--- src/rtl/layer_seq_pkg.sv ---
// Shared types and constants for the programmable CNN layer sequencer.
package layer_seq_pkg;

    typedef enum logic [1:0] {
        ST_IDLE = 2'd0,
        ST_RUN  = 2'd1,
        ST_DONE = 2'd2,
        ST_ERR  = 2'd3
    } state_t;

    localparam logic [2:0] ENG_CONV = 3'd0;
    localparam logic [2:0] ENG_RELU = 3'd1;
    localparam logic [2:0] ENG_POOL = 3'd2;
    localparam logic [2:0] ENG_FC   = 3'd3;

    localparam int LENET_LEN = 7;
    localparam logic [2:0] LENET_PROG [LENET_LEN] = '{
        ENG_CONV, ENG_RELU, ENG_POOL, ENG_CONV, ENG_RELU, ENG_POOL, ENG_FC
    };

    function automatic logic [7:0] eng_onehot(input logic [2:0] id);
        return 8'd1 << id;
    endfunction

endpackage

--- src/rtl/layer_seq_if.sv ---
// Engine-side bus and the single DRAM port of the layer sequencer.
interface layer_seq_if #(
    parameter int DATA_WIDTH = 32,
    parameter int ADDR_WIDTH = 18,
    parameter int NUM_ENG    = 4
);
    logic [NUM_ENG-1:0]            eng_en;
    logic [NUM_ENG-1:0]            eng_done;
    logic [NUM_ENG*DATA_WIDTH-1:0] eng_data_out;
    logic [NUM_ENG*ADDR_WIDTH-1:0] eng_addr_in;
    logic [NUM_ENG*ADDR_WIDTH-1:0] eng_addr_out;
    logic [NUM_ENG-1:0]            eng_wr;
    logic [NUM_ENG-1:0]            eng_rd;
    logic [DATA_WIDTH-1:0]         data_out;
    logic [ADDR_WIDTH-1:0]         addr_in;
    logic [ADDR_WIDTH-1:0]         addr_out;
    logic                          dram_en_wr;
    logic                          dram_en_rd;

    modport master (
        output eng_en, data_out, addr_in, addr_out, dram_en_wr, dram_en_rd,
        input  eng_done, eng_data_out, eng_addr_in, eng_addr_out, eng_wr, eng_rd
    );

    modport slave (
        input  eng_en, data_out, addr_in, addr_out, dram_en_wr, dram_en_rd,
        output eng_done, eng_data_out, eng_addr_in, eng_addr_out, eng_wr, eng_rd
    );
endinterface

--- src/rtl/layer_seq_bus_mux.sv ---
// NUM_ENG-to-1 DRAM bus selector; drives all zeros when not valid or the id is out of range.
module seq_bus_mux
    import layer_seq_pkg::*;
#(
    parameter int DATA_WIDTH = 32,
    parameter int ADDR_WIDTH = 18,
    parameter int NUM_ENG    = 4
) (
    input  logic [2:0]                    sel,
    input  logic                          valid,
    input  logic [NUM_ENG*DATA_WIDTH-1:0] eng_data_out,
    input  logic [NUM_ENG*ADDR_WIDTH-1:0] eng_addr_in,
    input  logic [NUM_ENG*ADDR_WIDTH-1:0] eng_addr_out,
    input  logic [NUM_ENG-1:0]            eng_wr,
    input  logic [NUM_ENG-1:0]            eng_rd,
    output logic [DATA_WIDTH-1:0]         data_out,
    output logic [ADDR_WIDTH-1:0]         addr_in,
    output logic [ADDR_WIDTH-1:0]         addr_out,
    output logic                          dram_en_wr,
    output logic                          dram_en_rd
);
    logic [NUM_ENG-1:0] hit_s;

    // Ids at or above NUM_ENG shift out of the truncated one-hot, leaving no hit.
    always_comb begin
        if (valid) begin
            hit_s = NUM_ENG'(eng_onehot(sel));
        end else begin
            hit_s = '0;
        end
    end

    // AND-OR select of the hit engine's bus.
    always_comb begin
        data_out   = '0;
        addr_in    = '0;
        addr_out   = '0;
        dram_en_wr = 1'b0;
        dram_en_rd = 1'b0;
        for (int k = 0; k < NUM_ENG; k++) begin
            data_out   = data_out | (eng_data_out[k*DATA_WIDTH +: DATA_WIDTH] & {DATA_WIDTH{hit_s[k]}});
            addr_in    = addr_in  | (eng_addr_in[k*ADDR_WIDTH +: ADDR_WIDTH]  & {ADDR_WIDTH{hit_s[k]}});
            addr_out   = addr_out | (eng_addr_out[k*ADDR_WIDTH +: ADDR_WIDTH] & {ADDR_WIDTH{hit_s[k]}});
            dram_en_wr = dram_en_wr | (eng_wr[k] & hit_s[k]);
            dram_en_rd = dram_en_rd | (eng_rd[k] & hit_s[k]);
        end
    end
endmodule

--- src/rtl/layer_seq.sv ---
// Programmable layer sequencer: steps a loaded stage program across the compute engines,
// with abort, per-stage watchdog and spurious-done detection.
module layer_seq
    import layer_seq_pkg::*;
#(
    parameter int DATA_WIDTH = 32,
    parameter int ADDR_WIDTH = 18,
    parameter int NUM_ENG    = 4,
    parameter int MAX_STAGES = 16,
    parameter int TMO_WIDTH  = 20
) (
    input  logic                          clk,
    input  logic                          rst,
    input  logic                          enable,
    input  logic                          abort,
    input  logic                          rdy_data,
    input  logic                          cfg_we,
    input  logic [$clog2(MAX_STAGES)-1:0] cfg_addr,
    input  logic [2:0]                    cfg_eng,
    input  logic [$clog2(MAX_STAGES):0]   cfg_len,
    layer_seq_if.master                   bus,
    output logic [$clog2(MAX_STAGES)-1:0] stage_idx,
    output logic                          busy,
    output logic                          done,
    output logic                          done_one_layer,
    output logic                          err
);
    localparam int SW = $clog2(MAX_STAGES);
    localparam logic [SW:0]          MAX_LEN    = (SW+1)'(MAX_STAGES);
    localparam logic [SW-1:0]        STAGE_LAST = {SW{1'b1}};
    localparam logic [TMO_WIDTH-1:0] TMO_LAST   = {{(TMO_WIDTH-1){1'b1}}, 1'b0};

    state_t                 state_r, state_nx_s;
    logic [SW-1:0]          stage_idx_r, stage_nx_s;
    logic [TMO_WIDTH-1:0]   tmo_cnt_r, tmo_nx_s;
    logic [SW:0]            len_q_r, len_nx_s;
    logic                   rdy_ff_r, en_prev_r, done_one_layer_r, dol_nx_s;
    logic [2:0]             tbl_r [MAX_STAGES];
    logic [2:0]             cur_eng_s;
    logic [NUM_ENG-1:0]     cur_hot_s;
    logic                   eng_valid_s, spur_s, acc_s, run_s;

    assign cur_eng_s   = tbl_r[stage_idx_r];
    assign cur_hot_s   = NUM_ENG'(eng_onehot(cur_eng_s));
    assign eng_valid_s = |cur_hot_s;
    assign spur_s      = |(bus.eng_done & ~cur_hot_s);
    assign acc_s       = |(bus.eng_done & cur_hot_s);
    assign run_s       = (state_r == ST_RUN);

    // Program table is deliberately left unreset; only IDLE writes land.
    always_ff @(posedge clk) begin
        if (cfg_we && (state_r == ST_IDLE)) begin
            tbl_r[cfg_addr] <= cfg_eng;
        end
    end

    // Next-state logic; abort overrides everything, spurious done beats accepted done.
    always_comb begin
        state_nx_s = state_r;
        stage_nx_s = stage_idx_r;
        tmo_nx_s   = tmo_cnt_r;
        len_nx_s   = len_q_r;
        dol_nx_s   = 1'b0;
        if (abort) begin
            state_nx_s = ST_IDLE;
            stage_nx_s = '0;
            tmo_nx_s   = '0;
        end else begin
            case (state_r)
                ST_IDLE: begin
                    if (enable) begin
                        len_nx_s   = (cfg_len > MAX_LEN) ? MAX_LEN : cfg_len;
                        stage_nx_s = '0;
                        tmo_nx_s   = '0;
                        state_nx_s = (cfg_len == '0) ? ST_DONE : ST_RUN;
                    end else begin
                        state_nx_s = ST_IDLE;
                    end
                end
                ST_RUN: begin
                    if (!eng_valid_s || spur_s) begin
                        state_nx_s = ST_ERR;
                    end else if (acc_s) begin
                        stage_nx_s = (stage_idx_r == STAGE_LAST) ? stage_idx_r : stage_idx_r + 1'b1;
                        tmo_nx_s   = '0;
                        dol_nx_s   = 1'b1;
                        state_nx_s = ({1'b0, stage_idx_r} == len_q_r - 1'b1) ? ST_DONE : ST_RUN;
                    end else if (rdy_ff_r) begin
                        tmo_nx_s   = tmo_cnt_r + 1'b1;
                        state_nx_s = (tmo_cnt_r == TMO_LAST) ? ST_ERR : ST_RUN;
                    end else begin
                        state_nx_s = ST_RUN;
                    end
                end
                ST_DONE: begin
                    if (enable && !en_prev_r) begin
                        state_nx_s = ST_IDLE;
                    end else begin
                        state_nx_s = ST_DONE;
                    end
                end
                ST_ERR:  state_nx_s = ST_ERR;
                default: state_nx_s = ST_IDLE;
            endcase
        end
    end

    // State, stage/watchdog counters and sampled handshake history.
    always_ff @(posedge clk or posedge rst) begin
        if (rst) begin
            state_r          <= ST_IDLE;
            stage_idx_r      <= '0;
            tmo_cnt_r        <= '0;
            len_q_r          <= '0;
            rdy_ff_r         <= 1'b0;
            en_prev_r        <= 1'b0;
            done_one_layer_r <= 1'b0;
        end else begin
            state_r          <= state_nx_s;
            stage_idx_r      <= stage_nx_s;
            tmo_cnt_r        <= tmo_nx_s;
            len_q_r          <= len_nx_s;
            rdy_ff_r         <= rdy_data;
            en_prev_r        <= enable;
            done_one_layer_r <= dol_nx_s;
        end
    end

    // Status decode and data-ready-gated engine enable.
    always_comb begin
        busy = run_s;
        done = (state_r == ST_DONE);
        err  = (state_r == ST_ERR);
        if (run_s && rdy_ff_r) begin
            bus.eng_en = cur_hot_s;
        end else begin
            bus.eng_en = '0;
        end
    end

    assign stage_idx      = stage_idx_r;
    assign done_one_layer = done_one_layer_r;

    seq_bus_mux #(
        .DATA_WIDTH (DATA_WIDTH),
        .ADDR_WIDTH (ADDR_WIDTH),
        .NUM_ENG    (NUM_ENG)
    ) u_mux (
        .sel          (cur_eng_s),
        .valid        (run_s),
        .eng_data_out (bus.eng_data_out),
        .eng_addr_in  (bus.eng_addr_in),
        .eng_addr_out (bus.eng_addr_out),
        .eng_wr       (bus.eng_wr),
        .eng_rd       (bus.eng_rd),
        .data_out     (bus.data_out),
        .addr_in      (bus.addr_in),
        .addr_out     (bus.addr_out),
        .dram_en_wr   (bus.dram_en_wr),
        .dram_en_rd   (bus.dram_en_rd)
    );
endmodule

--- src/flat_wrapper.sv ---
// flat-port wrapper written by rule: the top's interface ports become plain ports
module layer_seq_flat import layer_seq_pkg::*;
#(
    parameter int DATA_WIDTH = 32,
    parameter int ADDR_WIDTH = 18,
    parameter int NUM_ENG    = 4,
    parameter int MAX_STAGES = 16,
    parameter int TMO_WIDTH  = 20
)
  (clk, rst, enable, abort, rdy_data, cfg_we, cfg_addr, cfg_eng, cfg_len, stage_idx, busy, done, done_one_layer, err, bus_eng_en, bus_data_out, bus_addr_in, bus_addr_out, bus_dram_en_wr, bus_dram_en_rd, bus_eng_done, bus_eng_data_out, bus_eng_addr_in, bus_eng_addr_out, bus_eng_wr, bus_eng_rd);
  layer_seq_if #(.DATA_WIDTH(DATA_WIDTH), .ADDR_WIDTH(ADDR_WIDTH), .NUM_ENG(NUM_ENG)) bus_i ();
  input  logic clk;
  input  logic rst;
  input  logic enable;
  input  logic abort;
  input  logic rdy_data;
  input  logic cfg_we;
  input  logic [$clog2(MAX_STAGES)-1:0] cfg_addr;
  input  logic [2:0] cfg_eng;
  input  logic [$clog2(MAX_STAGES):0] cfg_len;
  output logic [$clog2(MAX_STAGES)-1:0] stage_idx;
  output logic busy;
  output logic done;
  output logic done_one_layer;
  output logic err;
  output wire logic [$bits(bus_i.eng_en)-1:0] bus_eng_en;
  output wire logic [$bits(bus_i.data_out)-1:0] bus_data_out;
  output wire logic [$bits(bus_i.addr_in)-1:0] bus_addr_in;
  output wire logic [$bits(bus_i.addr_out)-1:0] bus_addr_out;
  output wire logic [$bits(bus_i.dram_en_wr)-1:0] bus_dram_en_wr;
  output wire logic [$bits(bus_i.dram_en_rd)-1:0] bus_dram_en_rd;
  input wire logic [$bits(bus_i.eng_done)-1:0] bus_eng_done;
  input wire logic [$bits(bus_i.eng_data_out)-1:0] bus_eng_data_out;
  input wire logic [$bits(bus_i.eng_addr_in)-1:0] bus_eng_addr_in;
  input wire logic [$bits(bus_i.eng_addr_out)-1:0] bus_eng_addr_out;
  input wire logic [$bits(bus_i.eng_wr)-1:0] bus_eng_wr;
  input wire logic [$bits(bus_i.eng_rd)-1:0] bus_eng_rd;
  assign bus_eng_en = bus_i.eng_en;
  assign bus_data_out = bus_i.data_out;
  assign bus_addr_in = bus_i.addr_in;
  assign bus_addr_out = bus_i.addr_out;
  assign bus_dram_en_wr = bus_i.dram_en_wr;
  assign bus_dram_en_rd = bus_i.dram_en_rd;
  assign bus_i.eng_done = bus_eng_done;
  assign bus_i.eng_data_out = bus_eng_data_out;
  assign bus_i.eng_addr_in = bus_eng_addr_in;
  assign bus_i.eng_addr_out = bus_eng_addr_out;
  assign bus_i.eng_wr = bus_eng_wr;
  assign bus_i.eng_rd = bus_eng_rd;
  layer_seq #(.DATA_WIDTH(DATA_WIDTH), .ADDR_WIDTH(ADDR_WIDTH), .NUM_ENG(NUM_ENG), .MAX_STAGES(MAX_STAGES), .TMO_WIDTH(TMO_WIDTH)) u_core (.clk(clk), .rst(rst), .enable(enable), .abort(abort), .rdy_data(rdy_data), .cfg_we(cfg_we), .cfg_addr(cfg_addr), .cfg_eng(cfg_eng), .cfg_len(cfg_len), .bus(bus_i), .stage_idx(stage_idx), .busy(busy), .done(done), .done_one_layer(done_one_layer), .err(err));
endmodule
--- config.mk ---
export PLATFORM = sky130hd
export DESIGN_NAME = layer_seq_flat
export DESIGN_NICKNAME = d
export VERILOG_FILES = /design/src/rtl/layer_seq_pkg.sv /design/src/rtl/layer_seq_if.sv /design/src/rtl/layer_seq_bus_mux.sv /design/src/rtl/layer_seq.sv /design/src/flat_wrapper.sv
export SDC_FILE = /design/constraint.sdc
export NUM_CORES = 1
export LEC_CHECK = 0
export CORE_AREA = 2 2 148 150
export CTS_BUF_LIST = sky130_fd_sc_hd__clkbuf_4 sky130_fd_sc_hd__clkbuf_8
export CTS_CLUSTER_SIZE = 14
export DETAILED_ROUTE_END_ITERATION = 8
export DIE_AREA = 0 0 150 152
export GPL_ROUTABILITY_DRIVEN = 0
export MAX_ROUTING_LAYER = met4
export PLACE_DENSITY = 0.65
export RECOVER_POWER = 100
export SETUP_SLACK_MARGIN = 0.1
export SLEW_MARGIN = 20
export SYNTH_ARGS = -nofsm -noshare
export SYNTH_HDL_FRONTEND = slang
export SYNTH_SLANG_ARGS = --single-unit
export TNS_END_PERCENT = 1
--- constraint.sdc ---
create_clock -name clk -period 6.9 [get_ports clk]
set_clock_uncertainty 0.1 [all_clocks]
set_input_delay 1.035 -clock clk [delete_from_list [all_inputs] [get_ports clk]]
set_output_delay 1.035 -clock clk [all_outputs]
set_load 0.02 [all_outputs]
==> Word level (Yosys, flattened, before mapping) <==
Memories as Yosys holds them, arrays and structs flattened.
Index checks and enable logic that the tools add are counted.
W data, S select, Z words.
{ "totals": {"register_bits": 34, "elab_cells": 109, "n_memories": 1, "out_inout_bits": 82, "mem_bits_rw": 48, "input_bits": 302} }
{ "classes": {"n_mux": 31, "bitwise": 39, "eq_ne": 11, "add_sub_neg": 3, "shifts": 1, "reduce_logical": 15, "order_cmp": 1} }
{ "memory_table": {"columns": ["memory", "depth", "word_bits", "read_ports", "rd_ports_with_merged_regs", "write_ports", "line_no", "source"], "rows": [
  ["u_core.tbl_r", 16, 3, 1, 0, 1, "layer_seq.sv:38", "logic [2:0] tbl_r [MAX_STAGES];"]
]} }
{ "ops": {"columns": ["cell", "n"], "rows": [
  ["$and A18 B18 Y18", 8],
  ["$and A32 B32 Y32", 4],
  ["$or A18 B18 Y18", 6],
  ["$mux W20", 5],
  ["$or A32 B32 Y32", 3],
  ["$pmux W20 S2", 1],
  ["$mux W4", 7],
  ["$add A20 B1 Y20 const B", 1],
  ["$eq A20 B20 Y1 const B", 1],
  ["$mux W2", 9],
  ["$reduce_or A4 Y1", 3],
  ["$ne A3 B3 Y1 const B", 3],
  ["$and A1 B1 Y1", 8],
  ["$and A4 B4 Y4", 2],
  ["$pmux W2 S4", 1],
  ["$pmux W4 S2", 1],
  ["$mux W1", 6],
  ["$or A1 B1 Y1", 6],
  ["$eq A4 B5 Y1", 1],
  ["$gt A5 B5 Y1 const B", 1],
  ["$logic_not A5 Y1", 1],
  ["$mux W5", 1],
  ["$reduce_and A5 Y1", 1],
  ["$sub A5 B1 Y5 const B", 1],
  ["other kinds (16)", 20]
]} }

==> Longest topological paths before layout <==
Gate-level depths: netlist (run 1).
An unclocked memory read counts as a cell.
{ "logic_depth": {"word_depth": 9, "mapped_depth": 13, "depth_no_buf": 9} }

==> Cells and area by module <==
Synthesis (run 1) repeated with hierarchy kept, for this count alone.
{ "hier_totals": {"hier_cells": 592, "area_unflattened_um2": 6182.2} }
{ "modules_own_cells": {"columns": ["module", "cells_each", "seq_area_each_um2", "instances", "area_per_inst_um2"], "rows": [
  ["layer_seq", 349, 2292.2, 1, 4076.4],
  ["seq_bus_mux", 243, 0.0, 1, 2105.8]
]} }

==> Worst setup path after synthesis (run 1) <==
No wires, ideal clock.
{ "synth_path": {"path_kind": "reg-to-output", "startpoint": "register u_core.stage_idx_r[0] (netlist: u_core.stage_idx[0])", "endpoint": "output bus_addr_in[0]", "required_ns": 5.765, "path_buffers": 3, "stages_incl_launch_ff": 12, "arrival_time_ns": 2.705, "slack_ns": 3.060, "cell_sequence": "dfrtp_1 buf_6 buf_12 mux4_1 nand2_1 and3_1 nor2_1 nor2_1 nand2_1 nor2_1 clkbuf_1 a221o_1"} }
{ "synth_via": {"elab_chain_len": 7, "elab_cells_between_ends": 10, "classes_between": "shift (1); mux (1); bitwise (7); memory (1)"} }
{ "synth_lines": {"columns": ["element", "line_no", "source"], "rows": [
  ["start, declared", "layer_seq.sv:34", "logic [SW-1:0] stage_idx_r, stage_nx_s;"],
  ["start signal, assigned", "layer_seq.sv:120", "stage_idx_r <= stage_nx_s;"],
  ["$mem_v2 Z16 W3 *", null, null],
  ["$shl A1 B3 Y4 *", "layer_seq_pkg.sv:22", "return 8'd1 << id;"],
  ["$mux W4 *", "layer_seq_bus_mux.sv:26", "if (valid) begin"],
  ["$and A18 B18 Y18", "layer_seq_bus_mux.sv:42", "addr_in = addr_in | (eng_addr_in[k*ADDR_WIDTH +: ADDR_WIDTH] & {ADDR_WIDTH{hit_s[k]}});"],
  ["$or A18 B18 Y18 (2 in a row)", "layer_seq_bus_mux.sv:42", null],
  ["$or A18 B18 Y18 *", "layer_seq_bus_mux.sv:42", null],
  ["end, declared", "flat_wrapper.sv:28", "output wire logic [$bits(bus_i.addr_in)-1:0] bus_addr_in;"]
]} }
Every way passes the cells marked *; elsewhere a longest branch is shown, timed or not.

==> Worst setup path after layout (run 1) <==
{ "layout_path": {"startpoint": "register u_core.stage_idx_r[0] (netlist: u_core.stage_idx[0])", "endpoint": "output bus_data_out[24]"} }
{ "layout_via": {"elab_chain_len": 7, "elab_cells_between_ends": 10, "classes_between": "shift (1); mux (1); bitwise (7); memory (1)"} }
{ "layout_lines": {"columns": ["element", "line_no", "source"], "rows": [
  ["$mem_v2 Z16 W3 *", null, null],
  ["$shl A1 B3 Y4 *", "layer_seq_pkg.sv:22", null],
  ["$mux W4 *", "layer_seq_bus_mux.sv:26", null],
  ["$and A32 B32 Y32", "layer_seq_bus_mux.sv:41", "data_out = data_out | (eng_data_out[k*DATA_WIDTH +: DATA_WIDTH] & {DATA_WIDTH{hit_s[k]}});"],
  ["$or A32 B32 Y32 (2 in a row)", "layer_seq_bus_mux.sv:41", null],
  ["$or A32 B32 Y32 *", "layer_seq_bus_mux.sv:41", null],
  ["end, declared", "flat_wrapper.sv:27", "output wire logic [$bits(bus_i.data_out)-1:0] bus_data_out;"]
]} }
Marked as above.

==> results.txt, run 1 <==
status: finished, violations left
failing checks: capacitance limit, slew limit
vias in the first global route: 7,139
hold_ws: 0.424 ns
power density over cell area: 117 nW/µm²
minimum clock period after layout: 6.24 ns
max-cap violation count: 3
Die H: 152 µm
GRT Total Usage: 30.3%
Vias: 7,286
Clock Latency Late Sink: 0.37 ns
post-detail-place hpwl: 27.9 mm
Rel. slew slack: -84.5%
die area: 22,800 µm²
crit start category: flop
root buffer cell: clkbuf_8
largest net degree at the start of global routing: 74
combinational share of power: 27.9%
Worst EP required: 5.76 ns
Static Leak: 0.00399 µW
Slew @ Worst Pin: 2.74 ns
Reg power frac: 44.4%
Switch Pwr: 342 µW
critical path class: flop to output pin
worst hold path type: flop to flop
commonest non-fill, non-tap cell in the layout: clkdlybuf4s50_1
first-pass GRT wire length: 48.4 mm
Die Width: 150 µm
drt first-iter violations: 752
Synth Instances: 719
post-CTS resize count: 0
Async SR Flop Fraction: 41.5%
postcts setup bufs: 0
critical path arrival: 5.10 ns
Setup crit end: bus_data_out[24]
GRT overflow: 0
Clock Sinks: 82
internal power: 872 µW
syn_area_per_cell: 8.41 µm²
number of port buffers: 383
Hold Vio Cnt, Final: 0
mapped cell area: 6040 µm²
area grow syn2layout: 71.3%
clk slew on worst S/H paths: 0.09 ns
DR vias/cell: 5.21
Slew Viols, Final: 128
final setup fails: 0
Synthesis Warnings: 0
count of different cell masters after synthesis: 63
wire per inst: 24.5 µm
maximum vdd ir drop: 131 µV
main flop type after synthesis: edfxtp_1
#FFs+latches synth: 82
CTS Buf Count: 9
CP max FO: 73
Max stage delay on crit path: 0.89 ns
R2R Setup Slk: 0.97 ns
Routed Antenna Nets: 0
Max clock buf depth: 2
r2r endpoint: u_core.tmo_cnt_r[14]
clock power share: 27.7%
register area share after synthesis: 37.9%
initial antenna violation count: 42
most frequent cells in the layout: clkdlybuf4s50_1, nand2_1, a21oi_1, dlygate4sd3_1, a221o_1
FF-to-FF Start: u_core.stage_idx[0]
crit end category: output pin
CP startpoint: u_core.stage_idx[0]
overall routed net length: 34.3 mm
Reg2Reg Depth: 8
core area: 21,400 µm²
Crit-path slowest cell: clkbuf_2
switching portion of total power: 28.2%
H-Tree Depth: 3
fill cell count: 2,056
Final period util: 90.4%
Initial DRT Pass Iterations: 6
Fmax achieved: 160 MHz
worst path cell trace: mux4_2 > mux2i_1 > o21ai_4 > clkbuf_2 > nand2_1 > a21oi_1 > a221o_1 > dlygate4sd3_1
I/O pin cnt: 384
CTS tree: built
fin nets: 1,376
site row count: 54
fraction of layout cells with a size suffix above 1: 3.81%
final setup TNS: 0 ns
RSZ-0062 raised after global routing: no
Post-synth EDFFs: 48
hold_buf cts: 0
drt drc: 0
Mapped Nets: 1,025
Initial Utilization: 28.3%
logic make-up (layout without fill, tap and decap cells):
group           Yosys count  count (layout)  synth area share (%)
xor+xnor                  5               5                 0.725
mux                      25              25                  5.82
simple gates            310             310                  23.0
buf+inv                  71             427                  5.13
other cells               0              44                     0
fa+ha+maj                 4               4                 0.828
flops                    82              82                  37.9
compound gates          222             222                  26.6
metrics by stage:
step / cell area (µm²) / cells / utilization [%] / worst slack (ns) / total power [µW]
6_report: 10400 / 1399 / 48.5 / 0.660 / 1210
5_1_grt: 10300 / 1397 / 48.5 / 0.389 / 1260
4_1_cts: 10300 / 1355 / 48.2 / 0.960 / 1230
3_5_place_dp: 10100 / 1339 / 47.4 / 1.40 / 893
3_3_place_gp: 10100 / 1339 / 47.4 / 1.46 / 890
2_1_floorplan: 6040 / 719 / - / 3.06 / 650
Yosys cell counts (2+ instances only):
library cell | instances | area share (%)
o211ai_1 | 2 | 0.25
nand4_1 | 5 | 0.52
dfrtp_1 | 34 | 14
a21oi_1 | 87 | 7.2
and2_1 | 4 | 0.41
mux4_2 | 3 | 1.1
a22oi_1 | 5 | 0.62
ha_1 | 4 | 0.83
nor2b_1 | 3 | 0.31
a211oi_1 | 2 | 0.25
nor4_1 | 5 | 0.52
buf_2 | 4 | 0.33
nand2_1 | 180 | 11
nor2_1 | 38 | 2.4
and3_1 | 9 | 0.93
mux2_2 | 2 | 0.37
xnor2_1 | 5 | 0.72
buf_6 | 3 | 0.56
nand3b_1 | 2 | 0.25
and4_1 | 2 | 0.29
a22o_1 | 2 | 0.29
mux2i_1 | 16 | 2.7
inv_1 | 21 | 1.3
or3_1 | 13 | 1.3
o31ai_1 | 3 | 0.37
mux4_1 | 3 | 1.3
a21o_1 | 2 | 0.25
edfxtp_1 | 48 | 24
clkbuf_1 | 38 | 2.4
a221o_1 | 70 | 12
o22ai_1 | 3 | 0.31
buf_1 | 4 | 0.25
a31oi_1 | 2 | 0.21
nand2b_1 | 12 | 1.2
nand3_1 | 11 | 0.91
o21ai_0 | 28 | 2.3
nor3_1 | 18 | 1.5
cell type report:
type,count,area [µm²],area share [%]
timing repair buffer,390,3910,37.7
multi-input combinational,566,3440,33.2
sequential,82,2290,22.1
tap,280,350,3.38
clock buffer,9,124,1.20
antenna,44,110,1.06
inverter,21,78.8,0.761
clock inverter,7,58.8,0.568
worst min-delay path by stage:
stage                    startpoint              endpoint  slack, ns  cells after the start
2_1_floorplan     u_core.len_q_r[1]     u_core.len_q_r[1]       0.37                      2
3_3_place_gp      u_core.len_q_r[1]     u_core.len_q_r[1]       0.40                      2
3_5_place_dp      u_core.len_q_r[4]     u_core.len_q_r[4]       0.42                      1
4_1_cts        u_core.tmo_cnt_r[12]  u_core.tmo_cnt_r[12]       0.43                      1
5_1_grt           u_core.len_q_r[4]     u_core.len_q_r[4]       0.46                      1
6_report       u_core.tmo_cnt_r[12]  u_core.tmo_cnt_r[12]       0.42                      1
per-layer routing:
layer	share of wire [%]	track usage, %	wire length (µm)
met1	41	37.0	14100
met2	39	38.4	13400
met3	19	24.5	6470
met4	0.86	6.11	295
met5	0	-	0
registers in the layout, summed over array words and instances (netlist names):
name / count
u_core.tmo_cnt_r: 20
u_core.en_prev_r: 1
u_core.state_r: 2
u_core.tbl_r: 48
u_core.stage_idx: 4
u_core.rdy_ff_r: 1
u_core.done_one_layer: 1
u_core.len_q_r: 5
power groups by stage:
stage	sequential, µW	combinational (µW)	clock, µW
global route	540	362	359
detailed placement	549	343	0
floorplan	545	104	0
global placement	549	341	0
finish	539	339	337
CTS	539	345	343
worst max-delay path, delay by kind of cell, from the launching register on:
family / cells / cell delay, ns
buffers and inverters: 2 / 1.55
muxes: 2 / 1.12
DFF: 1 / 0.88
and+or+nand+nor: 1 / 0.63
AOI/OAI and AO/OA: 3 / 0.51
No activity file was read; power rests on OpenSTA's default activity.
==> inputs of run 2 (changes only) <==
CTS_CLUSTER_DIAMETER = 120   (was not set)
==> results of run 2 <==
The final DEF is identical to that of run 1; final timing and power are the same.
==> inputs of run 3 (changes only) <==
PLACE_DENSITY = 0.66   (was 0.65)
SLEW_MARGIN = 40   (was 20)
SYNTH_HIERARCHICAL = 1   (was not set)
==> run 3 against run 2 <==
The run still ends with capacitance limit, slew limit left. Wire length is 28% lower. Cell count is 12% lower. Sequential power is 1% higher. Critical path depth is 1 higher. Sequential share of layout area is 0.15 points higher. Global-route usage is 9.0 points lower. Worst hold slack worse by 0.041 ns. Design area is 0.69% lower. First-iteration DRC count is 50% lower. Via count is 14% lower. Combinational power is 68% higher. Register-to-register slack better by 0.08 ns. Critical endpoint is now bus_addr_out[12]. Highest routed layer unchanged.
==> results.txt, run 3 <==
status: finished, violations left
failing checks: capacitance limit, slew limit
Max stage delay on crit path: 0.74 ns
Final period util: 89.2%
Largest regs: u_core/tbl_r x48, u_core/tmo_cnt_r x20, u_core/len_q_r x5
r2r endpoint: u_core/tmo_cnt_r[7]
CP dominant cell by count: buf_4
Hold Vio Cnt, Final: 0
first-pass GRT wire length: 36.0 mm
drt drc: 0
most frequent cells in the layout: clkdlybuf4s50_1, mux2i_1, dlygate4sd3_1, o22ai_1, edfxtp_1
count of different cell masters after synthesis: 53
crit end category: output pin
Clock Latency Late Sink: 0.36 ns
Synth top cells by count: mux2i_1, o22ai_1, edfxtp_1, dfrtp_1, nor2_1
core area: 21,400 µm²
GRT Total Usage: 21.2%
Die H: 152 µm
worst path cell trace: buf_4 > mux4_2 > mux2_2 > o21bai_1 > inv_12 > buf_4 > mux2i_1 > o22ai_1 > dlygate4sd3_1
combinational share of power: 38.7%
Die Width: 150 µm
H-Tree Depth: 3
RSZ-0062 raised after global routing: no
Synthesis Warnings: 6
largest net degree at the start of global routing: 118
WHS Endpoint: u_core/tmo_cnt_r[19]
power density over cell area: 143 nW/µm²
Fmax achieved: 163 MHz
number of port buffers: 383
maximum vdd ir drop: 161 µV
#FFs+latches synth: 82
Top delay family on crit path: buffers and inverters
Synth area leaders: mux2i_1, edfxtp_1, dfrtp_1
Reg power frac: 37.1%
hold_buf cts: 0
fraction of layout cells with a size suffix above 1: 4.31%
final setup fails: 0
worst hold path type: flop to flop
postcts setup bufs: 0
Hold Path Depth: 1
Tot Pwr: 1470 µW
Rel. slew slack: -32.2%
fin nets: 1,253
fin cells: 1,233
Synth Instances: 592
minimum clock period after layout: 6.15 ns
Slew @ Worst Pin: 1.98 ns
top cell type by total area after synthesis: mux2i_1
I/O pin cnt: 384
Async SR Flop Fraction: 41.5%
root buffer cell: clkbuf_8
Initial Utilization: 29.0%
post-detail-place hpwl: 19.5 mm
internal power: 1020 µW
DP Area: 10,100 µm²
crit start category: flop
vias in the first global route: 6,085
Placed Cells: 1,216
syn_area_per_cell: 10.4 µm²
Mapped Nets: 898
mapped cell area: 6180 µm²
DR vias/cell: 5.06
FF-to-FF Start: u_core/stage_idx[0]
area grow syn2layout: 66.3%
max-cap violation count: 2
Vias: 6,237
Finished Cell Area: 10,300 µm²
Slew Viols, Final: 63
Routed Antenna Nets: 0
most frequent cell after synthesis: mux2i_1
Clock Sinks: 82
final setup TNS: 0 ns
main flop type after synthesis: edfxtp_1
register area share after synthesis: 37.1%
Max clock buf depth: 2
Finished Core Util: 48.2%
Post-synth EDFFs: 48
overall routed net length: 24.7 mm
switching portion of total power: 30.8%
Initial DRT Pass Iterations: 5
Yosys top cell area share: 23.3%
max reg flops: 48
Worst EP required: 5.76 ns
largest reg by FF count: u_core/tbl_r
CP max FO: 117
critical path class: flop to output pin
CP Buf/Inv Count: 4
Crit-path slowest cell: dfrtp_1
wire per inst: 20.0 µm
CTS tree: built
clock power share: 24.2%
post-CTS resize count: 0
R2R Setup Slk: 1.05 ns
commonest non-fill, non-tap cell in the layout: clkdlybuf4s50_1
Reg2Reg Depth: 10
CTS Buf Count: 9
Critical Path Stages: 9
initial antenna violation count: 1
die area: 22,800 µm²
Static Leak: 0.00424 µW
HP Start: u_core/tmo_cnt_r[19]
Switch Pwr: 454 µW
critical path arrival: 5.02 ns
drt first-iter violations: 379
GRT overflow: 0
site row count: 54
clk slew on worst S/H paths: 0.09 ns
==> run 3: worst max path at each step <==
stage	startpoint	end
finish	u_core/stage_idx[0]	bus_addr_out[12]
global route	u_core/stage_idx[0]	bus_addr_out[12]
CTS	u_core/stage_idx[0]	bus_addr_out[12]
detailed placement	u_core/stage_idx[0]	bus_addr_out[12]
global placement	u_core/stage_idx[0]	bus_addr_out[12]
floorplan	u_core/stage_idx[0]	bus_addr_in[0]
==> run 3: layout make-up <==
class	count	area, µm²
fill	2031	11100
clock buffer	9	124
multi-input combinational	448	3450
timing repair buffer	391	3920
tap	280	350
antenna	1	2.50
clock inverter	7	78.8
sequential	82	2290
inverter	15	68.8
==> run 3: kinds of logic after synthesis <==
family	synth area share (%)
compound gates	16.8
buf+inv	6.19
simple gates	10.4
xor+xnor	0.567
fa+ha+maj	0.810
flops	37.1
mux	28.2
==> run 3: power groups by stage <==
stage / clock network (µW) / logic (µW) / registers, µW
2_1_floorplan: 0 / 305 / 551
3_3_place_gp: 0 / 578 / 557
3_5_place_dp: 0 / 584 / 558
4_1_cts: 363 / 587 / 547
5_1_grt: 384 / 611 / 549
6_report: 357 / 570 / 547
==> run 3: worst reg2reg max path, delay by kind of cell, from the launching register on <==
family,cells,cell delay (ns)
DFF,1,0.74
and+or+nand+nor,2,1.08
AOI/OAI and AO/OA,4,2.39
buffers and inverters,2,0.63
muxes,2,0.78
==> run 3: per-stage QoR <==
step,setup WS [ns],hold slack (ns)
floorplan,3.01,0.337
global placement,1.69,0.357
detailed placement,1.68,0.359
CTS,1.26,0.379
global route,0.600,0.388
finish,0.746,0.383
==> run 3: layer usage <==
metal | wire length, µm | GRT usage, %
met5 | 0 | -
met2 | 12600 | 36.5
met4 | 584 | 6.15
met3 | 1650 | 4.11
met1 | 9870 | 25.1
